`config.mk`:
```
export PLATFORM = sky130hd
export DESIGN_NAME = comb_debounce
export DESIGN_NICKNAME = d
export VERILOG_FILES = /design/src/rtl/comb_debounce.sv
export SDC_FILE = /design/constraint.sdc
export NUM_CORES = 1
export LEC_CHECK = 0
export CORE_MARGIN = 2
export CORE_UTILIZATION = 32
export CTS_BUF_LIST = sky130_fd_sc_hd__clkbuf_4 sky130_fd_sc_hd__clkbuf_8 sky130_fd_sc_hd__clkbuf_16
export CTS_CLUSTER_SIZE = 24
export DETAILED_ROUTE_END_ITERATION = 8
export SLEW_MARGIN = 10
export SYNTH_ARGS = -nofsm -noshare
export SYNTH_HDL_FRONTEND = slang
export SYNTH_SLANG_ARGS = --single-unit
```
`constraint.sdc`:
```
create_clock -name clk -period 1.3 [get_ports clk]
set_input_delay 0.26 -clock clk [delete_from_list [all_inputs] [get_ports clk]]
set_output_delay 0.26 -clock clk [all_outputs]
set_load 0.005 [all_outputs]
```
`src/rtl/comb_debounce.sv`:
```
// rtl/comb_debounce.sv - multi-channel synchroniser, debounce filter and edge detector
module comb_debounce #(
    parameter int CH          = 2,
    parameter int SYNC_STAGES = 2,
    parameter int DEBOUNCE    = 4,
    parameter int CNT_W       = $clog2(DEBOUNCE + 1)
) (
    input  logic          clk,
    input  logic          rst,
    input  logic          en,
    input  logic [CH-1:0] in,
    output logic [CH-1:0] out,
    output logic [CH-1:0] rise,
    output logic [CH-1:0] fall
);

    // Terminal count: a difference seen on this many consecutive edges commits.
    localparam logic [CNT_W-1:0] CNT_LAST = CNT_W'(DEBOUNCE - 1);
    localparam logic [CNT_W-1:0] CNT_ONE  = CNT_W'(1);

    // Synchroniser chain, one packed vector of all channels per stage.
    logic [CH-1:0] sync [SYNC_STAGES];
    logic [CH-1:0] s;

    // Per-channel filter state and its next values.
    logic [CNT_W-1:0] cnt      [CH];
    logic [CNT_W-1:0] cnt_next [CH];
    logic [CH-1:0]    out_next;
    logic [CH-1:0]    rise_next;
    logic [CH-1:0]    fall_next;

    assign s = sync[SYNC_STAGES-1];

    // Metastability chain; keeps running regardless of en.
    always_ff @(posedge clk or posedge rst) begin
        if (rst) begin
            for (int k = 0; k < SYNC_STAGES; k++) begin
                sync[k] <= '0;
            end
        end else begin
            sync[0] <= in;
            for (int k = 1; k < SYNC_STAGES; k++) begin
                sync[k] <= sync[k-1];
            end
        end
    end

    // Stability counter decision per channel: disable, agree, commit, or keep counting.
    always_comb begin
        out_next  = out;
        rise_next = '0;
        fall_next = '0;
        for (int i = 0; i < CH; i++) begin
            cnt_next[i] = cnt[i];
            if (!en) begin
                cnt_next[i] = '0;
            end else if (s[i] == out[i]) begin
                cnt_next[i] = '0;
            end else if (cnt[i] == CNT_LAST) begin
                cnt_next[i]  = '0;
                out_next[i]  = s[i];
                rise_next[i] = s[i];
                fall_next[i] = ~s[i];
            end else begin
                cnt_next[i] = cnt[i] + CNT_ONE;
            end
        end
    end

    // Filter state and registered edge pulses.
    always_ff @(posedge clk or posedge rst) begin
        if (rst) begin
            for (int i = 0; i < CH; i++) begin
                cnt[i] <= '0;
            end
            out  <= '0;
            rise <= '0;
            fall <= '0;
        end else begin
            for (int i = 0; i < CH; i++) begin
                cnt[i] <= cnt_next[i];
            end
            out  <= out_next;
            rise <= rise_next;
            fall <= fall_next;
        end
    end

endmodule

```
==> flow_summary_export.csv, run 1 <==
group,metric,value,unit
grt,track_usage,9.472,%
placement,pre_cts_ws,-0.06202,ns
die,ioPinCount,11,
sta,drv_slew,0,
clock_tree,cts_made_buffers,3,
route,wl_per_cell,11.16,um
grt,grt_pass1_vias,330,
critical_path,cp-end-kind,"flop",
sta,post-route-period-util,94.01,%
sta,worst_pin_slew,0.3294,ns
route,vias,359,
logic_synthesis,yosys.area.top_type,"dfrtp_1",
critical_path,critPathKind,"flop to flop",
logic_synthesis,avgSynthCellArea,16.81,um2
sta,max_freq,0.8182,GHz
route,vias_per_cell,4.432,
sta,hold_viol,0,
clock_tree,cts_sinks,16,
placement,gp_congestion,0.6620,
critical_path,path_cells,"buf_4 > xnor2_1 > and4bb_2",
pwr,peakVddDrop,646.7,uV
logic_synthesis,yosysWarnings,0,
route,drt_iter0_drc,3,
clock_tree,cts_tree,"done",
clock_tree,hold_buffers,0,
die,start_util,34.88,%
layout,area_growth,31.79,%
sta,hold_slack,0.2958,ns
critical_path,startpoint_type,"flop",
status,outcome,"finished, final reports clean",
critical_path,timing.rr.start,"out[1]$_DFFE_PP0P_",
route,drc,0,
critical_path,r2r_slack,0.08,ns
grt,grt_max_degree,17,
pwr,p_leak,0.0004057,uW
pwr,p_per_area,1272,nW/um2
logic_synthesis,synthTopCellsByArea,"dfrtp_1 64%, and4bb_2 8.0%, mux2_4 4.8%, nor3b_1 4.8%, nor4b_2 4.8%",
hold_path,hold_path_class,"primary input to asynchronous set/reset pin",
sta,fin_ws,0.07786,ns
placement,placed_area,775.7,um2
critical_path,crit_slowest_cell,"dfrtp_1",
critical_path,critPathTopFamily,"flip-flops",
logic_synthesis,syn_nets,44,
sta,slew_headroom,77.88,%
logic_synthesis,syn-cell-area,621.8,um2
critical_path,worstPathArrival,1.40,ns
die,core_area,1783,um2
placement,port_buffers,10,
route,drt-total-wl,904,um
layout,drive_gt1_share,33.93,%
die,rows,15,
layout,antennaDiodeCount,0,
placement,dp.cells,75,
sta,totalNegativeSetupSlack,0,ns
logic_synthesis,synth.top_cell.area_share,64.39,%
die,die_h,48.08,um
critical_path,critPathRequiredTime,1.48,ns
sta,rsz0062_at_grt,"no",
route,drtAntennaViolNets,0,
grt,antenna_found_initial,0,
layout,stdcell_count,81,
die,dieWidth,48.08,um
route,dr.pass1.iters,3,
logic_synthesis,ys_ff_latch,16,
critical_path,timing.rr.end,"cnt[2]$_DFF_PP0_",
sta,setup_viol,0,
critical_path,slowest_delay,0.39,ns
critical_path,ff2ff_path_depth,3,
clock_tree,cts.path.max_buffers,2,
logic_synthesis,yosysSeqAreaShare,64.39,%
critical_path,cp_num_buf_inv,1,
clock_tree,htreeDepth,1,
die,die-area,2312,um2
grt,overflow,0,
placement,hpwl,676.8,um
clock_tree,clock_latency,0.28,ns
job,cap_violations,0,
sta,fin_worst_skew,0.006672,ns
clock_tree,clockRootBuffer,"clkbuf_4",
sta,period_minus_slack,1.222,ns
logic_synthesis,syn_inst,37,
critical_path,cp_max_fo,4,
logic_synthesis,synthDistinctLibCells,10,
layout,final_area,819.5,um2
grt,grt_pass1_wl,1.421,mm
layout,nets,64,
clock_tree,clk_pin_slew,0.09,ns
final cells by class:
cell class                      count  area [um2]
Inverter                            1       3.754
Tap cell                           25       31.28
Fill cell                         170       963.4
Clock buffer                        4       36.28
Sequential cell                    16       400.4
Timing Repair Buffer               15       130.1
Multi-Input combinational cell     20       217.7
layout by cell type, fill, tap and decap left out:
cell,Yosys,layout
xnor2_1,2,2
dfrtp_1,16,16
clkbuf_4,0,3
mux2_4,2,2
clkbuf_8,0,1
buf_4,0,5
clkdlybuf4s50_1,0,4
nor3b_1,4,4
inv_1,1,1
nor2b_1,2,2
ha_1,2,2
nor4b_2,2,2
dlygate4sd2_1,0,6
and4bb_2,4,4
nand3b_2,2,2
worst max path at each step:
stage,slack [ns],startpoint,cells past startpoint,endpoint
global route,0.03,out[1]$_DFFE_PP0P_,3,cnt[2]$_DFF_PP0_
floorplan,0.19,cnt[3]$_DFF_PP0_,3,out[0]$_DFFE_PP0P_
global placement,-0.04,en,3,out[0]$_DFFE_PP0P_
detailed placement,-0.06,en,3,out[1]$_DFFE_PP0P_
finish,0.08,out[1]$_DFFE_PP0P_,3,cnt[2]$_DFF_PP0_
CTS,0.09,out[1]$_DFFE_PP0P_,3,cnt[2]$_DFF_PP0_
state kept, by name, summed over array words and instances (netlist names):
name  count
cnt       6
sync      2
s         2
fall      2
rise      2
out       2
cells in the mapped netlist:
cell type	count
dfrtp_1	16
and4bb_2	4
nor3b_1	4
ha_1	2
mux2_4	2
nand3b_2	2
nor2b_1	2
nor4b_2	2
xnor2_1	2
inv_1	1
timing repair:
action                     4_1_cts  5_1_grt
gates resized for setup          6        0
setup endpoints to repair        6        0
buffers inserted                 2        0
routing by layer:
layer	global-route usage [%]	vias to the layer above	part of all wire (%)
li1	-	170	-
met1	11.82	178	46
met2	14.40	9	49
met3	2.264	2	4.1
met4	6.486	0	0.55
met5	0	-	0
report_power, final:
part	leakage, uW	internal (uW)	switching (uW)
registers	0.000211	534	20.1
clock network	0.0000210	170	146
logic	0.000174	104	67.8
total	0.000406	808	234
cells by family after synthesis:
logic type    after synthesis  share of synthesized area [%]
flops                      16                          64.39
simple gates               14                          23.34
xor+xnor                    2                          2.817
mux                         2                          4.829
fa+ha+maj                   2                          4.024
buf+inv                     1                         0.6030
stage by stage:
| stage | utilization, % | power, uW |
|---|---|---|
| after detailed placement | 43.51 | 726.9 |
| final | 45.96 | 1042 |
| after global routing | 45.96 | 1101 |
| after floorplan | - | 658.6 |
| after CTS | 45.96 | 1058 |
| after global placement | 43.51 | 723.4 |
worst min-delay path: stages:
cell and delay, ns:
clkdlybuf4s50_1 0.40, inv_1 0.06, buf_4 0.22
(Power assumes the default switching activity.)
==> inputs of run 2 (changes only) <==
Settings changed: CTS_CLUSTER_SIZE 24 to 14, RECOVER_POWER set to 100.
==> flow_summary_export.csv, run 2 (synthesis results as in run 1) <==
group,metric,value,unit
hold_path,hp-start,"sync[2]$_DFF_PP0_",
critical_path,critPathRequiredTime,1.04,ns
sta,period_minus_slack,1.192,ns
clock_tree,cts.path.max_buffers,2,
clock_tree,htreeDepth,1,
hold_path,hold_path_class,"flop to flop",
grt,antenna_found_initial,0,
critical_path,path_cells,"dlygate4sd2_1",
sta,hold_slack,0.3590,ns
sta,drv_slew,0,
route,drt-total-wl,906,um
die,ioPinCount,11,
layout,area_growth,26.76,%
grt,overflow,0,
die,die-area,2312,um2
grt,grt_pass1_vias,330,
die,start_util,34.88,%
layout,largest_reg_flops,6,
die,core_area,1783,um2
pwr,finalPower,1007,uW
route,wl_per_cell,11.19,um
grt,grt_pass1_wl,1.421,mm
sta,totalNegativeSetupSlack,0,ns
critical_path,cp_num_buf_inv,1,
layout,final_cell_mix,"16 x dfrtp_1, 6 x dlygate4sd2_1, 4 x and4bb_2, 4 x nor3b_1, 4 x clkbuf_4",
hold_path,holdPathStages,0,
sta,post-route-period-util,91.70,%
clock_tree,clockRootBuffer,"clkbuf_4",
status,outcome,"finished, final reports clean",
layout,largest-register,"cnt",
hold_path,hold_end,"s[0]$_DFF_PP0_",
critical_path,cp-end-kind,"primary output",
placement,port_buffers,10,
clock_tree,clk_pin_slew,0.09,ns
sta,max_freq,0.8389,GHz
route,vias,358,
pwr,p_per_area,1278,nW/um2
job,cap_violations,0,
layout,fin_util,44.21,%
clock_tree,cts_made_buffers,3,
clock_tree,cts_tree,"done",
route,drt_iter0_drc,1,
layout,mostFrequentLayoutCell,"dfrtp_1",
sta,setup_viol,0,
sta,hold_viol,0,
sta,fin_ws,0.1080,ns
sta,slew_headroom,45.97,%
critical_path,startpoint_type,"flop",
sta,fin_worst_skew,0.007693,ns
critical_path,critPathTopFamily,"flip-flops",
critical_path,crit_slowest_cell,"dfrtp_1",
critical_path,timing.rr.end,"cnt[2]$_DFF_PP0_",
route,dr.pass1.iters,4,
pwr,p_leak,0.0003839,uW
sta,worst_pin_slew,0.8104,ns
critical_path,timing.rr.start,"out[1]$_DFFE_PP0P_",
layout,nets,64,
clock_tree,hold_buffers,0,
die,rows,15,
critical_path,r2r_slack,0.11,ns
route,drc,0,
critical_path,slowest_delay,0.39,ns
critical_path,critPathKind,"flop to primary output",
route,vias_per_cell,4.420,
pwr,peakVddDrop,637.8,uV
placement,pre_cts_ws,-0.06202,ns
layout,antennaDiodeCount,0,
critical_path,worstPathArrival,0.93,ns
grt,track_usage,9.472,%
die,die_h,48.08,um
sta,rsz0062_at_grt,"no",
route,drtAntennaViolNets,0,
clock_tree,cts_sinks,16,
critical_path,ff2ff_path_depth,3,
clock_tree,clock_latency,0.28,ns
layout,drive_gt1_share,21.43,%
critical_path,cp_max_fo,2,
placement,gp_congestion,0.6620,
placement,hpwl,676.8,um
die,dieWidth,48.08,um
grt,grt_max_degree,17,
==> run 2: cell count changes in the layout (fill, tap and decap cells not counted), sizes merged <==
cell	change
buf	-4
clkdlybuf4s50	-2
dlygate4sd3	+2
clkbuf	+4
==> run 2: per-stage QoR <==
step,instance area (um2),cells
after detailed placement,775.7,75
after CTS,819.5,81
after global routing,788.3,81
after global placement,775.7,75
final,788.3,81
after floorplan,621.8,37
==> run 2: cell type report <==
cell class,instances,area (um2)
clock buffers,4,36.28
fillers,178,994.7
inverters,1,3.754
multi-input cells,20,197.7
flip-flops and latches,16,400.4
well taps,25,31.28
repair buffers,15,118.9
==> run 2: repair_timing <==
item | CTS | global route
setup buffers | 2 | 0
resized for setup | 6 | 0
endpoints found under the setup margin | 6 | 0
==> run 2: how the worst max path moves through the flow <==
| stage | start | endpoint | slack, ns | cells after the start |
|---|---|---|---|---|
| CTS | out[1]$_DFFE_PP0P_ | cnt[2]$_DFF_PP0_ | 0.09 | 3 |
| detailed placement | en | out[1]$_DFFE_PP0P_ | -0.06 | 3 |
| floorplan | cnt[3]$_DFF_PP0_ | out[0]$_DFFE_PP0P_ | 0.19 | 3 |
| global route | rst | cnt[5]$_DFF_PP0_ | 0.05 | 3 |
| finish | out[1]$_DFFE_PP0P_ | out[1] | 0.11 | 1 |
| global placement | en | out[0]$_DFFE_PP0P_ | -0.04 | 3 |
==> run 2: report_power, final <==
| part | internal (uW) | switching, uW |
|---|---|---|
| Sequential | 534 | 17.9 |
| Clock | 170 | 145 |
| Combinational | 75.4 | 64.4 |
==> run 2: layer usage <==
| layer | global-route usage (%) | up-vias | wire, um |
|---|---|---|---|
| met5 | 0 | - | 0 |
| met1 | 11.82 | 175 | 415 |
| met4 | 6.486 | 0 | 5 |
| li1 | - | 172 | - |
| met2 | 14.40 | 9 | 448 |
| met3 | 2.264 | 2 | 37 |
==> inputs of run 3 (changes only) <==
Settings changed: CORE_MARGIN 2 to not set, SLEW_MARGIN 10 to 0.
==> flow_summary_export.csv, run 3 (synthesis results as in run 1) <==
group,metric,value,unit
critical_path,startpoint_type,"flop",
die,dieWidth,46.08,um
die,start_util,34.88,%
layout,largest_reg_flops,6,
layout,nets,64,
grt,grt-busiest-layer,"met2",
grt,grt_use_met1,13.78,%
sta,slew_headroom,43.65,%
route,wl_per_cell,11.07,um
sta,totalNegativeSetupSlack,0,ns
route,drc,0,
hold_path,hold_path_class,"flop to flop",
sta,fin_worst_skew,0.003019,ns
sta,setup_viol,0,
layout,final_cell_mix,"16 x dfrtp_1, 6 x dlygate4sd2_1, 4 x and4bb_2, 4 x nor3b_1, 4 x clkbuf_4",
critical_path,critPathRequiredTime,1.04,ns
critical_path,cp-end-kind,"primary output",
route,drt-total-wl,897,um
status,outcome,"finished, final reports clean",
layout,drive_gt1_share,21.43,%
sta,rsz0062_at_grt,"no",
critical_path,worstPathArrival,0.94,ns
layout,final_area,788.3,um2
placement,hpwl,597.7,um
grt,track_usage,10.46,%
grt,grt_max_degree,17,
layout,antennaDiodeCount,0,
layout,nFillCells,172,
route,vias_per_cell,4.444,
critical_path,cp_num_buf_inv,1,
clock_tree,clock_latency,0.29,ns
layout,area_growth,26.76,%
critical_path,crit_slowest_cell,"dfrtp_1",
die,rows,15,
route,vias,360,
clock_tree,cts_tree,"done",
sta,max_freq,0.8323,GHz
die,ioPinCount,11,
sta,drv_slew,0,
sta,post-route-period-util,92.42,%
grt,grt_pass1_vias,326,
critical_path,cp_max_fo,2,
pwr,peakVddDrop,691.6,uV
pwr,p_per_area,1293,nW/um2
clock_tree,htreeDepth,1,
grt,met2_usage,14.37,%
layout,seq_area,400.4,um2
clock_tree,cts_sinks,16,
sta,period_minus_slack,1.201,ns
layout,multi_input_area,197.7,um2
layout,mostFrequentLayoutCell,"dfrtp_1",
die,die_h,46.08,um
grt,overflow,0,
critical_path,critPathKind,"flop to primary output",
clock_tree,clockRootBuffer,"clkbuf_4",
grt,grt_util_met3,5.882,%
clock_tree,hold_buffers,0,
placement,gp_congestion,0.6802,
pwr,p_leak,0.0003839,uW
clock_tree,cts_made_buffers,3,
sta,worst_pin_slew,0.8453,ns
placement,port_buffers,10,
job,cap_violations,0,
critical_path,critPathTopFamily,"flip-flops",
die,die-area,2123,um2
route,drtAntennaViolNets,0,
grt,antenna_found_initial,0,
critical_path,slowest_delay,0.39,ns
clock_tree,clk_pin_slew,0.09,ns
route,dr.pass1.iters,2,
layout,largest-register,"cnt",
route,drt_iter0_drc,4,
grt,grt_pass1_wl,1.476,mm
sta,hold_viol,0,
placement,placed_area,775.7,um2
clock_tree,cts.path.max_buffers,2,
critical_path,path_cells,"dlygate4sd2_1",
die,core_area,1783,um2
-- run 3: stage by stage --
stage | std cells | util (%) | total power, uW | setup slack (ns) | hold slack, ns
after detailed placement | 75 | 43.51 | 725.7 | -0.04857 | 0.3347
final | 81 | 44.21 | 1019 | 0.09856 | 0.3543
after floorplan | 37 | - | 658.6 | 0.1878 | 0.1737
after global placement | 75 | 43.51 | 722.3 | -0.04203 | 0.3327
after global routing | 81 | 44.21 | 1077 | 0.04722 | 0.3629
after CTS | 81 | 45.96 | 1065 | 0.08315 | 0.2814
-- run 3: power breakdown --
part,total (uW),switching (uW),internal [uW]
clock network,326,155,171
registers,554,19.6,534
logic,140,63.3,76.4
-- run 3: cell type report --
cell class / count / area share (%)
Sequential cell: 16 / 50.79
Multi-Input combinational cell: 20 / 25.08
Timing Repair Buffer: 15 / 15.08
Clock buffer: 4 / 4.603
Tap cell: 25 / 3.968
Inverter: 1 / 0.4762
-- run 3: routing by layer --
metal	wire length, um	vias to the layer above	part of all wire [%]
met5	0	-	0
li1	-	172	-
met4	11	0	1.2
met3	49	3	5.5
met1	445	173	50
met2	391	12	44
-- run 3: worst paths after layout --
kind                                    end          startpoint  cells after the start  slack [ns]
max                                  out[1]  out[1]$_DFFE_PP0P_                      1         0.1
min                          s[1]$_DFF_PP0_   sync[3]$_DFF_PP0_                      0        0.35
max reg2reg                cnt[2]$_DFF_PP0_  out[1]$_DFFE_PP0P_                      3        0.11
min reg2reg                  s[1]$_DFF_PP0_   sync[3]$_DFF_PP0_                      0        0.35
max in group asynchronous  cnt[2]$_DFF_PP0_                 rst                      3        0.27
min in group asynchronous    s[0]$_DFF_PP0_                 rst                      3        0.51
-- run 3: worst reg2reg max path, delay by kind of cell (launching register included) --
kind                      cells  cell delay [ns]
and+or+nand+nor               1             0.27
xor gates and xnor gates      1             0.29
buffers and inverters         1             0.14
DFF                           1             0.39
-- run 3: what timing repair did --
action / in CTS / in global routing
endpoints found under the setup margin: 6 / 0
setup buffers: 2 / 0
gates resized for setup: 6 / 0
